`src/rtl/nbit_serializer.sv`:
```
// nbit_serializer: UART-style frame transmitter.
// A frame is one low start bit, n data bits sent LSB first, and one high
// stop bit, with each bit held for CLKS_PER_BIT clocks. The line idles high.
//
// Handshake: a word is accepted on the rising edge where start=1 and ready=1.
// On that edge in0 is copied into the shift register, so later changes on in0
// do not affect the frame. start while ready=0 is dropped, not queued. ready
// rises together with the one-cycle done pulse when the frame ends, and a start
// held high in that cycle is accepted and begins the next frame.
module nbit_serializer #(
    parameter int n            = 16,
    parameter int CLKS_PER_BIT = 4
) (
    input  logic         clk,
    input  logic         rst,
    input  logic [n-1:0] in0,
    input  logic         start,
    output logic         ready,
    output logic         tx,
    output logic         done,
    output logic [1:0]   state_dbg
);

    localparam int CW = (CLKS_PER_BIT > 1) ? $clog2(CLKS_PER_BIT) : 1;
    localparam int BW = (n > 1) ? $clog2(n) : 1;
    localparam logic [CW-1:0] BAUD_LAST = CW'(CLKS_PER_BIT - 1);
    localparam logic [BW-1:0] BIT_LAST  = BW'(n - 1);

    typedef enum logic [1:0] {
        IDLE  = 2'd0,
        START = 2'd1,
        DATA  = 2'd2,
        STOP  = 2'd3
    } state_t;

    state_t          state_q, state_d;
    logic [n-1:0]    shreg_q, shreg_d;
    logic [CW-1:0]   baud_q, baud_d;
    logic [BW-1:0]   bit_q, bit_d;
    logic            tx_q, tx_d;
    logic            ready_q, ready_d;
    logic            done_q, done_d;
    logic            baud_end;

    // Next-state logic: baud counter paces each bit, bit counter walks the data bits.
    always_comb begin
        state_d  = state_q;
        shreg_d  = shreg_q;
        baud_d   = baud_q;
        bit_d    = bit_q;
        tx_d     = tx_q;
        ready_d  = ready_q;
        done_d   = done_q;
        baud_end = (baud_q == BAUD_LAST);

        if (state_q != IDLE) begin
            baud_d = baud_end ? '0 : baud_q + CW'(1);
        end

        case (state_q)
            IDLE: begin
                done_d = 1'b0;
                tx_d   = 1'b1;
                baud_d = '0;
                bit_d  = '0;
                if (start && ready_q) begin
                    shreg_d = in0;
                    state_d = START;
                    ready_d = 1'b0;
                    tx_d    = 1'b0;
                end
            end
            START: begin
                if (baud_end) begin
                    state_d = DATA;
                    tx_d    = shreg_q[0];
                    shreg_d = shreg_q >> 1;
                    bit_d   = '0;
                end
            end
            DATA: begin
                if (baud_end) begin
                    if (bit_q == BIT_LAST) begin
                        state_d = STOP;
                        tx_d    = 1'b1;
                        bit_d   = '0;
                    end else begin
                        bit_d   = bit_q + BW'(1);
                        tx_d    = shreg_q[0];
                        shreg_d = shreg_q >> 1;
                    end
                end
            end
            STOP: begin
                if (baud_end) begin
                    state_d = IDLE;
                    tx_d    = 1'b1;
                    ready_d = 1'b1;
                    done_d  = 1'b1;
                end
            end
            default: begin
                state_d = IDLE;
                tx_d    = 1'b1;
                ready_d = 1'b1;
                done_d  = 1'b0;
            end
        endcase
    end

    // State and output registers; reset aborts any frame and returns the line high at once.
    always_ff @(posedge clk or posedge rst) begin
        if (rst) begin
            state_q <= IDLE;
            shreg_q <= '0;
            baud_q  <= '0;
            bit_q   <= '0;
            tx_q    <= 1'b1;
            ready_q <= 1'b1;
            done_q  <= 1'b0;
        end else begin
            state_q <= state_d;
            shreg_q <= shreg_d;
            baud_q  <= baud_d;
            bit_q   <= bit_d;
            tx_q    <= tx_d;
            ready_q <= ready_d;
            done_q  <= done_d;
        end
    end

    assign tx        = tx_q;
    assign ready     = ready_q;
    assign done      = done_q;
    assign state_dbg = state_q;

endmodule

```
`config.mk`:
```
export PLATFORM = sky130hd
export DESIGN_NAME = nbit_serializer
export DESIGN_NICKNAME = d
export VERILOG_FILES = /design/src/rtl/nbit_serializer.sv
export SDC_FILE = /design/constraint.sdc
export NUM_CORES = 1
export LEC_CHECK = 0
export BUFFER_PORTS_ARGS = -buffer_cell sky130_fd_sc_hd__buf_2
export CORE_MARGIN = 8
export CORE_UTILIZATION = 33
export CTS_BUF_LIST = sky130_fd_sc_hd__clkbuf_16
export DETAILED_ROUTE_END_ITERATION = 8
export PLACE_DENSITY = 0.61
export SYNTH_ARGS = -nofsm -noshare
export SYNTH_HDL_FRONTEND = slang
export SYNTH_SLANG_ARGS = --single-unit
```
`constraint.sdc`:
```
create_clock -name clk -period 2 [get_ports clk]
set_input_delay 0.2 -clock clk [delete_from_list [all_inputs] [get_ports clk]]
set_output_delay 0.2 -clock clk [all_outputs]
set_load 0.03 [all_outputs]
```
==> summary.md <==
| Metric | Value |
|---|---|
| Post-Syn Area | `1490 um2` |
| Switch Pwr | `0.234 mW` |
| WP data arrival | `2.09 ns` |
| Chip Height | `83.3 um` |
| Clock power frac | `0.428` |
| Net count after synthesis | `143` |
| Vias | `1017` |
| Post-synth EDFFs | `0` |
| Synth top area cells | `dfrtp_1 42%, mux2_2 17%, mux2_4 10%, ha_1 5.9%, dfstp_2 3.5%` |
| Initial Util | `0.343` |
| Post-detailed-route count of antenna-violating nets | `0` |
| YS warnings | `0` |
| Clock skew | `0.00249 ns` |
| Count of unique library cells instantiated by Yosys | `32` |
| Worst setup path class | `flop to flop` |
| First-pass GRT wire length | `5.08 mm` |
| Worst-path clk slew | `0.07 ns` |
| H-tree lvl count | `1` |
| Outcome | `completed` |
| Switching portion of total power | `0.210` |
| DR iter-0 viols | `44` |
| Setup TNS | `0 ns` |
| Worst Setup End Kind | `flop` |
| Maximum VDD drop | `0.000359 V` |
| Hold slack | `0.238 ns` |
| Routed vias/inst | `5.01` |
| Min cycle time layout | `1.94 ns` |
| Aggregate routed wire length | `3.12 mm` |
| Vias in the first global route | `1099` |
| Largest net degree at the start of global routing | `18` |
| Die Area | `6930 um2` |
| Clock Path Buffers | `2` |
| Slew Limit Fails | `0` |
| R2R Setup Slk | `0.06 ns` |
| Total power | `1.12 mW` |
| Leak | `0.845 nW` |
| Grt ovf | `0` |
| Root Driver | `clkbuf_16` |
| Non-filler cells, final | `203` |
| Mapped Cells | `117` |
| Initial antenna violation count | `0` |
| Number of port buffers | `23` |
| Post-route DRC | `0` |
| Max_cap viols | `0` |
| Worst Hold Class | `input pin to flop` |
| Clock sink total | `27` |
| Pwr dens | `596 nW/um2` |
| Drt pass-1 iters | `4` |
| CTS Buf Count | `3` |
| Top_reg_cell synth | `dfrtp_1` |
| Register share of total power | `0.511` |
| Cell count after placement | `194` |
| Worst Setup Start Kind | `flop` |
| I/O pin count | `24` |
| Layout area overhead | `25.6%` |
| Register area share after synthesis | `0.454` |
| Routability cong. | `0.860` |
| Slew headroom | `0.680` |
| Die W | `83.3 um` |
| Setup violators final | `0` |
| Clock Latency Late Sink | `0.26 ns` |
| Critical Path Fanout Max | `8` |
| Syn avg cell area | `12.8 um2` |
| Internal power | `0.883 mW` |
| Core area | `4350 um2` |
| Worst-Margin Slew | `0.480 ns` |
| Highest Clock Rate | `517 MHz` |
| Ys async rst share | `1.00` |
| Fillers | `409` |
| CTS tree | `built` |
| Area share of the largest cell type after synthesis | `0.419` |
| Ant diodes | `0` |
| Fin. Hold Viols | `0` |
| All-layer global routing usage | `0.0874` |
| Post-synthesis register bit count | `27` |
| Layout Nets | `178` |
| DP Wirelength | `2.18 mm` |
| Period utilisation layout | `0.968` |
| Util after Layout | `0.430` |
| Post-synth top area cell | `dfrtp_1` |
| Gate power share | `0.061` |
| # rows | `24` |
| CP Data Required Time | `2.15 ns` |
| Fraction of final layout cells with drive strength greater than 1 | `0.543` |
| DR WL/cell | `15.4 um` |
[metal layers]
metal	global-route usage	vias to the layer above	wire length, um
met5	0	-	0
met4	0.0272	0	14
met3	0.0352	2	160
met2	0.149	28	1620
met1	0.0963	498	1330
li1	-	489	-
[registers in the layout (all words and copies together), names as in the netlist]
register / cells
bit_q: 4
tx: 1
state_dbg: 2
done: 1
shreg_q: 16
baud_q: 2
ready: 1
[repair_timing]
| item | CTS | global route |
|---|---|---|
| resized for setup | 0 | 5 |
| setup endpoints to repair | 0 | 17 |
| hold buffers | 1 | 0 |
| endpoints found under the hold margin | 9 | 0 |
| buffers inserted | 0 | 3 |
[cell usage after synthesis, drive strengths merged, types with 3 or more instances]
| library cell | instances |
|---|---|
| mux2 | 32 |
| dfrtp | 25 |
| ha | 7 |
| inv | 6 |
| clkbuf | 4 |
| nand3 | 4 |
| o21ai | 4 |
| a21oi | 3 |
| nand2 | 3 |
| nor2 | 3 |
| nor2b | 3 |
[critical path, cell delays in order (launching register included)]
cell,delay (ns)
dfrtp_2,0.42
inv_2,0.08
ha_4,0.16
a21boi_0,0.12
buf_4,0.16
nor4_4,0.24
buf_4,0.18
clkbuf_16,0.16
mux2_4,0.30
[final timing paths]
path / startpoint / end / depth (start not counted)
min in group asynchronous: rst / state_dbg[0] / 3
setup / recovery: state_dbg[1] / shreg_q[5] / 8
hold reg to reg: baud_q[0] / baud_q[0] / 1
hold / removal: start / tx / 4
setup reg to reg: state_dbg[1] / shreg_q[5] / 8
max in group asynchronous: rst / shreg_q[1] / 4
[stage by stage]
stage / instance area (um2) / setup slack (ns)
after floorplan: 1510 / -0.0949
after global placement: 1710 / 0.106
after detailed placement: 1710 / 0.0401
after CTS: 1810 / 0.0179
after global routing: 1870 / -0.0249
final: 1870 / 0.0645
[cell families after synthesis]
family / after synthesis / share of synthesized area
muxes: 32 / 0.267
buffers and inverters: 12 / 0.0494
AOI/OAI and AO/OA: 18 / 0.0838
adders and majority gates: 7 / 0.0587
DFF: 27 / 0.454
and+or+nand+nor: 21 / 0.0872
[power groups by stage]
| stage | Sequential [mW] | Clock (mW) | Combinational [mW] |
|---|---|---|---|
| final | 0.571 | 0.478 | 0.0685 |
| after global routing | 0.573 | 0.525 | 0.0766 |
| after CTS | 0.571 | 0.492 | 0.0704 |
| after detailed placement | 0.581 | 0 | 0.0685 |
| after global placement | 0.581 | 0 | 0.0662 |
| after floorplan | 0.578 | 0 | 0.0430 |
[layout by cell type (no fill, tap or decap), types with 3 or more instances in the layout]
cell type   n
a21oi_1     3
buf_2      23
buf_4      10
clkbuf_16   4
dfrtp_1    23
ha_1        5
inv_1       4
mux2_2     22
mux2_4     10
nand2_1     3
nand3_1     4
nor2_1      3
nor2b_1     3
o21ai_0     4
[cell type report]
type                            count  area [um2]  area share
Clock buffer                        3        75.1      0.0401
Clock inverter                      1        8.76     0.00467
Inverter                            6        25.0      0.0134
Multi-Input combinational cell     78         774       0.413
Sequential cell                    27         681       0.363
Tap cell                           52        65.1      0.0347
Timing Repair Buffer               36         245       0.131
Note: power is estimated with default switching activity, not from simulation.
